$ cat config.mk
export PLATFORM = sky130hd
export DESIGN_NAME = car_lamp_ctrl_gen_flat
export DESIGN_NICKNAME = d
export VERILOG_FILES = /design/src/rtl/car_lamp_ctrl_gen_if.sv /design/src/rtl/car_lamp_ctrl_gen.sv /design/src/flat_wrapper.sv
export SDC_FILE = /design/constraint.sdc
export NUM_CORES = 1
export LEC_CHECK = 0
export ABC_AREA = 1
export BUFFER_PORTS_ARGS = -buffer_cell sky130_fd_sc_hd__buf_2
export CAP_MARGIN = 10
export CORE_MARGIN = 1
export CORE_UTILIZATION = 52
export DETAILED_ROUTE_END_ITERATION = 16
export GPL_TIMING_DRIVEN = 0
export PLACE_DENSITY_LB_ADDON = 0.15
export SETUP_SLACK_MARGIN = 0.5
export SLEW_MARGIN = 10
export SYNTH_ARGS = -nofsm -noshare
export SYNTH_HDL_FRONTEND = slang
export SYNTH_SLANG_ARGS = --single-unit
$ cat constraint.sdc
create_clock -name clk -period 3.2 [get_ports clk]
set_input_delay 0.16 -clock clk [delete_from_list [all_inputs] [get_ports clk]]
set_output_delay 0.16 -clock clk [all_outputs]
set_load 0.01 [all_outputs]
$ cat src/rtl/car_lamp_ctrl_gen_if.sv
// car_lamp_ctrl_gen_if: driver switches in, lamp bars and status digits out
interface car_lamp_ctrl_gen_if #(parameter int LED_W = 3);
  logic swL, swR, swBrake, swDoor, modeSeq;
  logic [LED_W-1:0] ledL, ledR;
  logic [6:0] ledNum1, ledNum2;
  logic [1:0] lit;
  modport master (output swL, swR, swBrake, swDoor, modeSeq, input ledL, ledR, ledNum1, ledNum2, lit);
  modport slave (input swL, swR, swBrake, swDoor, modeSeq, output ledL, ledR, ledNum1, ledNum2, lit);
endinterface

$ cat src/rtl/car_lamp_ctrl_gen.sv
// car_lamp_ctrl_gen: synchronised four-switch car lamp controller with turn, hazard, brake and door patterns
module car_lamp_ctrl_gen #(
  parameter int LED_W = 3,
  parameter int TICK_DIV = 10_000_000,
  parameter int DOOR_TICKS = 8,
  parameter int SYNC_STAGES = 2
) (
  input logic clk,
  input logic rstN,
  car_lamp_ctrl_gen_if.slave bus
);
  localparam int TW = $clog2(TICK_DIV);
  localparam int DW = $clog2(DOOR_TICKS + 1);
  localparam logic [TW-1:0] TICK_LAST = TW'(TICK_DIV - 1);
  localparam logic [DW-1:0] DOOR_LAST = DW'(DOOR_TICKS - 1);
  localparam logic [6:0] SEG_0 = 7'b0111111, SEG_1 = 7'b0110000, SEG_H = 7'b1110110;
  localparam logic [6:0] SEG_P = 7'b1110011, SEG_E = 7'b1111001, SEG_DASH = 7'b1000000;
  typedef enum logic [2:0] {IDLE, LEFT, RIGHT, HAZARD, BRAKE, DOOR_ON, DOOR_OFF} stateT;
  stateT state, nextState, req;
  logic [SYNC_STAGES-1:0][4:0] syncQ;
  logic [4:0] s;
  logic [TW-1:0] tickCnt, nextTick;
  logic [DW-1:0] doorCnt, nextDoor;
  logic [LED_W-1:0] ledL, ledR, nextL, nextR;
  logic [6:0] num1, num2, nextNum1, nextNum2;
  logic [1:0] lit;
  logic tick;
  // s = {modeSeq, swDoor, swBrake, swR, swL} after the synchroniser chain
  assign s = syncQ[SYNC_STAGES-1];
  assign tick = tickCnt == TICK_LAST;
  function automatic logic [LED_W-1:0] stepBar(logic [LED_W-1:0] bar, logic fill);
    return fill ? (&bar ? '0 : {bar[LED_W-2:0], 1'b1}) : {bar[LED_W-2:0], bar[LED_W-1]};
  endfunction
  always_ff @(posedge clk or negedge rstN) begin
    if (!rstN) begin
      syncQ <= '0;
      state <= IDLE;
      tickCnt <= '0;
      doorCnt <= '0;
      ledL <= '0;
      ledR <= '0;
      num1 <= SEG_1;
      num2 <= SEG_1;
      lit <= 2'b00;
    end else begin
      syncQ <= {syncQ[SYNC_STAGES-2:0], {bus.modeSeq, bus.swDoor, bus.swBrake, bus.swR, bus.swL}};
      state <= nextState;
      tickCnt <= nextTick;
      doorCnt <= nextDoor;
      ledL <= nextL;
      ledR <= nextR;
      num1 <= nextNum1;
      num2 <= nextNum2;
      lit <= 2'b11;
    end
  end
  always_comb begin
    req = s[2] ? BRAKE : &s[1:0] ? HAZARD : s[3] ? DOOR_ON : s[0] ? LEFT : s[1] ? RIGHT : IDLE;
    nextState = req;
    // a held door request never re-arms the courtesy light on its own
    if (req == DOOR_ON && (state == DOOR_ON || state == DOOR_OFF))
      nextState = (state == DOOR_ON && tick && doorCnt == DOOR_LAST) ? DOOR_OFF : state;
    nextTick = tick ? '0 : tickCnt + 1'b1;
    nextDoor = doorCnt;
    nextL = ledL;
    nextR = ledR;
    nextNum1 = num1;
    nextNum2 = num2;
    if (nextState != state) begin
      nextTick = '0;
      nextDoor = '0;
      nextL = nextState == LEFT ? LED_W'(1) : nextState inside {HAZARD, BRAKE, DOOR_ON} ? '1 : '0;
      nextR = nextState == RIGHT ? LED_W'(1) : nextState inside {HAZARD, BRAKE, DOOR_ON} ? '1 : '0;
      nextNum1 = nextState == LEFT ? SEG_0 : nextState inside {IDLE, RIGHT} ? SEG_1 :
                 nextState == HAZARD ? SEG_H : nextState == BRAKE ? SEG_P :
                 nextState == DOOR_ON ? SEG_E : SEG_DASH;
      nextNum2 = nextState == RIGHT ? SEG_0 : nextState == LEFT ? SEG_1 : nextNum1;
    end else if (tick) begin
      if (state == LEFT) nextL = stepBar(ledL, s[4]);
      if (state == RIGHT) nextR = stepBar(ledR, s[4]);
      if (state == HAZARD) begin
        nextL = ~ledL;
        nextR = ~ledL;
      end
      if (state == DOOR_ON) nextDoor = doorCnt + 1'b1;
    end
  end
  assign bus.ledL = ledL;
  assign bus.ledR = ledR;
  assign bus.ledNum1 = num1;
  assign bus.ledNum2 = num2;
  assign bus.lit = lit;
endmodule

$ cat src/flat_wrapper.sv
// flat-port wrapper written by rule: the top's interface ports become plain ports
module car_lamp_ctrl_gen_flat 
#(
  parameter int LED_W = 3,
  parameter int TICK_DIV = 10_000_000,
  parameter int DOOR_TICKS = 8,
  parameter int SYNC_STAGES = 2
)
  (clk, rstN, bus_swL, bus_swR, bus_swBrake, bus_swDoor, bus_modeSeq, bus_ledL, bus_ledR, bus_ledNum1, bus_ledNum2, bus_lit);
  car_lamp_ctrl_gen_if #(.LED_W(LED_W)) bus_i ();
  input logic clk;
  input logic rstN;
  input wire logic [$bits(bus_i.swL)-1:0] bus_swL;
  input wire logic [$bits(bus_i.swR)-1:0] bus_swR;
  input wire logic [$bits(bus_i.swBrake)-1:0] bus_swBrake;
  input wire logic [$bits(bus_i.swDoor)-1:0] bus_swDoor;
  input wire logic [$bits(bus_i.modeSeq)-1:0] bus_modeSeq;
  output wire logic [$bits(bus_i.ledL)-1:0] bus_ledL;
  output wire logic [$bits(bus_i.ledR)-1:0] bus_ledR;
  output wire logic [$bits(bus_i.ledNum1)-1:0] bus_ledNum1;
  output wire logic [$bits(bus_i.ledNum2)-1:0] bus_ledNum2;
  output wire logic [$bits(bus_i.lit)-1:0] bus_lit;
  assign bus_i.swL = bus_swL;
  assign bus_i.swR = bus_swR;
  assign bus_i.swBrake = bus_swBrake;
  assign bus_i.swDoor = bus_swDoor;
  assign bus_i.modeSeq = bus_modeSeq;
  assign bus_ledL = bus_i.ledL;
  assign bus_ledR = bus_i.ledR;
  assign bus_ledNum1 = bus_i.ledNum1;
  assign bus_ledNum2 = bus_i.ledNum2;
  assign bus_lit = bus_i.lit;
  car_lamp_ctrl_gen #(.LED_W(LED_W), .TICK_DIV(TICK_DIV), .DOOR_TICKS(DOOR_TICKS), .SYNC_STAGES(SYNC_STAGES)) u_core (.clk(clk), .rstN(rstN), .bus(bus_i));
endmodule
==> impl_results.md <==
- Status: completed
- Worst hold slack: ~0.35 ns
- Syn Inst Count: ~350
- Unrepaired setup endpoints after global routing: no
- Synth warn: 0
- CTS clock-pin slew for the worst setup and hold paths: approximately 0.07 ns
- Vias in the first global route: ~2200
- Clock Path Buffers: 2
- Count of cell types in the netlist: 33
- Max-slew violation count: 0
- Clock skew: about 0.010 ns
- Worst-path cell chain: ha_1 > nand2_1 > nor2_2 > nand2_1 > nor2_1 > nand4_1 > nand2_1 > nand3_1 > a21oi_4 > nand2_2 > inv_2 > buf_4 > nand3_1 > nand2_1
- Final worst slack: approximately 0.86 ns
- CTS Hold Bufs: 6
- Largest net degree at the start of global routing: 61
- Final setup viols: 0
- Required time of the worst setup path: 3.47 ns
- Fmax: approximately 0.43 GHz
- Core Box Area: around 0.0055 mm2
- Die Wd: 77.6 um
- Sequential share of the synthesized area: between 50% and 60%
- Clock latency at the later pin of the worst-skew pair: approximately 0.34 ns
- Placement row count: 27
- Post-Route WL: roughly 5.7 mm
- Setup bufs post-CTS: 0
- Cell area power density: between 500 and 600 mW/mm2
- Sink Count: 60
- Worst Path Class, Setup: flop to flop
- Drt first-iter violations: 116
- Dpl hpwl: approximately 4 mm
- Filler Cell Count: 476
- Actual slew at the worst max-slew pin: about 0.74 ns
- Die area: around 0.006 mm2
- Storage element area: roughly 0.0015 mm2
- Nets: about 410
- DRC viols: 0
- First-pass GRT wire length: ~10 mm
- Setup crit start kind: flop
- Met3 Use GR: approximately 7.1%
- Routed via count: 2369
- Synthesized flop and latch total: 60
- CP endpoint kind: flop
- Hold Crit Class: flop to flop
- Root Buffer: clkbuf_8
- Final ANT Viol Nets: 0
- Relative slew slack: just over 50%
- Layout cells sized above 1: 20.1%
- Inserted Diodes: 0
- Max-cap violation count: 0
- Area Growth Syn to Fin: 16.9%
- Crit path max-delay cell type: dfrtp_1
- Cts repair resizes: 0
- GR met2 Demand/Resource: between 30% and 40%
- R2r setup slk: 0.86 ns
- Vias per cell: between 4 and 5
- GR peak layer: met2
- Syn_nets: about 360
- WL/cell: 12.1 um
- Initial antenna violation count: 0
- Final worst-path cycle share: 73.3%
- Commonest non-fill, non-tap cell in the layout: nand2_1
- Crit-path max FO: 10
- CP arrival: roughly 2.6 ns
- IO Pins: 29
- Final Hold Vio Count: 0
- Synth async-reset ratio: 100%
- Cts bufs inserted: 9
- Pre-CTS setup slack: approximately 0.87 ns
- Most frequent cells in the layout: 87 x nand2_1, 58 x dfrtp_1, 40 x nor2_1
- Critical path's largest stage delay: slightly below 0.4 ns
- CP most frequent cell: nand2_1
- Number of synthesized flops with an enable pin: 0
- GR Overflow Total: 0
- Avg Inst Size Synth: 8.42 um2
- Netlist Area Pre-Place: about 0.003 mm2
- Die Height: between 70 and 80 um
- VDD IR max: roughly 0.38 mV
- Input/output buffers: 28
- Area of the multi-input gates: 0.00127 mm2
- Fin crit period: roughly 2.3 ns
- DR pass1 iterations: 4
- Setup TNS: 0 ns
- Tot GR Track Use: 21.8%
- Grt met1 use: about 30%
- Routability cong.: slightly above 0.8
- Top_reg_cell synth: dfrtp_1
- Static leakage: between 1.5 and 2 nW
- H-tree depth: 3
- CTS tree: yes
- Initial Utilization: between 50 and 60%
registers in the layout (all words and copies together), names as in the netlist:
name	cells
u_core.tickCnt	24
u_core.bus.ledNum1	6
u_core.bus.ledNum2	6
u_core.s	5
u_core.syncQ	5
u_core.doorCnt	4
u_core.bus.ledL	3
u_core.bus.ledR	3
u_core.state	3
u_core.bus.lit	1
synthesized netlist by cell type, drive strengths merged, types with 3 or more instances:
master / number / share of area, %
inv: 33 / 4.2
xnor2: 6 / 1.8
nor3: 7 / 1.5
o21ai: 9 / 1.5
buf: 8 / 2.2
nor4: 3 / 0.84
nor2: 50 / 7.2
a21oi: 7 / 1.6
nand4: 6 / 1.3
nand2: 96 / 13
nor3b: 5 / 1.3
nand3: 38 / 6.4
xor2: 12 / 3.5
dfrtp: 58 / 49
final timing paths:
kind,cells after the start,startpoint,endpoint
max reg2reg,14,u_core.tickCnt[0],u_core.bus.ledR[0]
min reg2reg,0,u_core.syncQ[1],u_core.s[1]
min in group asynchronous,2,rstN,u_core.tickCnt[11]
min,0,u_core.syncQ[1],u_core.s[1]
max in group asynchronous,2,rstN,u_core.doorCnt[2]
max,14,u_core.tickCnt[0],u_core.bus.ledR[0]
where the power goes:
part	total (mW)	internal, mW	switching (mW)
registers	0.861	0.815	0.0452
logic	0.285	0.109	0.176
clock network	0.696	0.385	0.311
total	1.84	1.31	0.532
cell families after synthesis:
family          Yosys count  synth area share, %
compound gates           20                 4.00
xor+xnor                 18                 5.31
fa+ha+maj                 2                0.842
buf+inv                  42                 6.48
flops                    60                 50.6
mux                       1                0.379
other cells               1                0.126
simple gates            209                 32.3
final cells by class:
class / instances / share of cell area, %
timing repair buffer: 34 / 5.84
clock buffer: 10 / 3.96
clock inverter: 6 / 2.05
buffer: 9 / 1.98
sequential: 60 / 43.3
tap: 72 / 2.59
inverter: 33 / 3.57
multi-input combinational: 251 / 36.7
critical path: cells and delay by family (launching register included):
family | cells | cell delay [ns]
buffers and inverters | 2 | 0.32
flip-flops | 1 | 0.39
AO/OA/AOI/OAI | 1 | 0.28
adder cells (fa/ha/maj) | 1 | 0.18
AND/OR/NAND/NOR | 10 | 1.12
metrics by stage:
step           instances  utilization [%]  total power, mW  instance area, um2
2_1_floorplan        353                -             1.04                2970
3_3_place_gp         453             58.1             1.15                3200
3_5_place_dp         453             58.2             1.15                3200
4_1_cts              475             63.1             1.86                3470
5_1_grt              475             63.1             1.94                3470
6_report             475             63.1             1.84                3470
routing by layer:
layer / share of wire, % / vias to the layer above
li1: - / 1220
met1: 50 / 1088
met4: 1.4 / 0
met2: 44 / 53
met3: 4.6 / 8
met5: 0 / -
(Power assumes the default switching activity.)
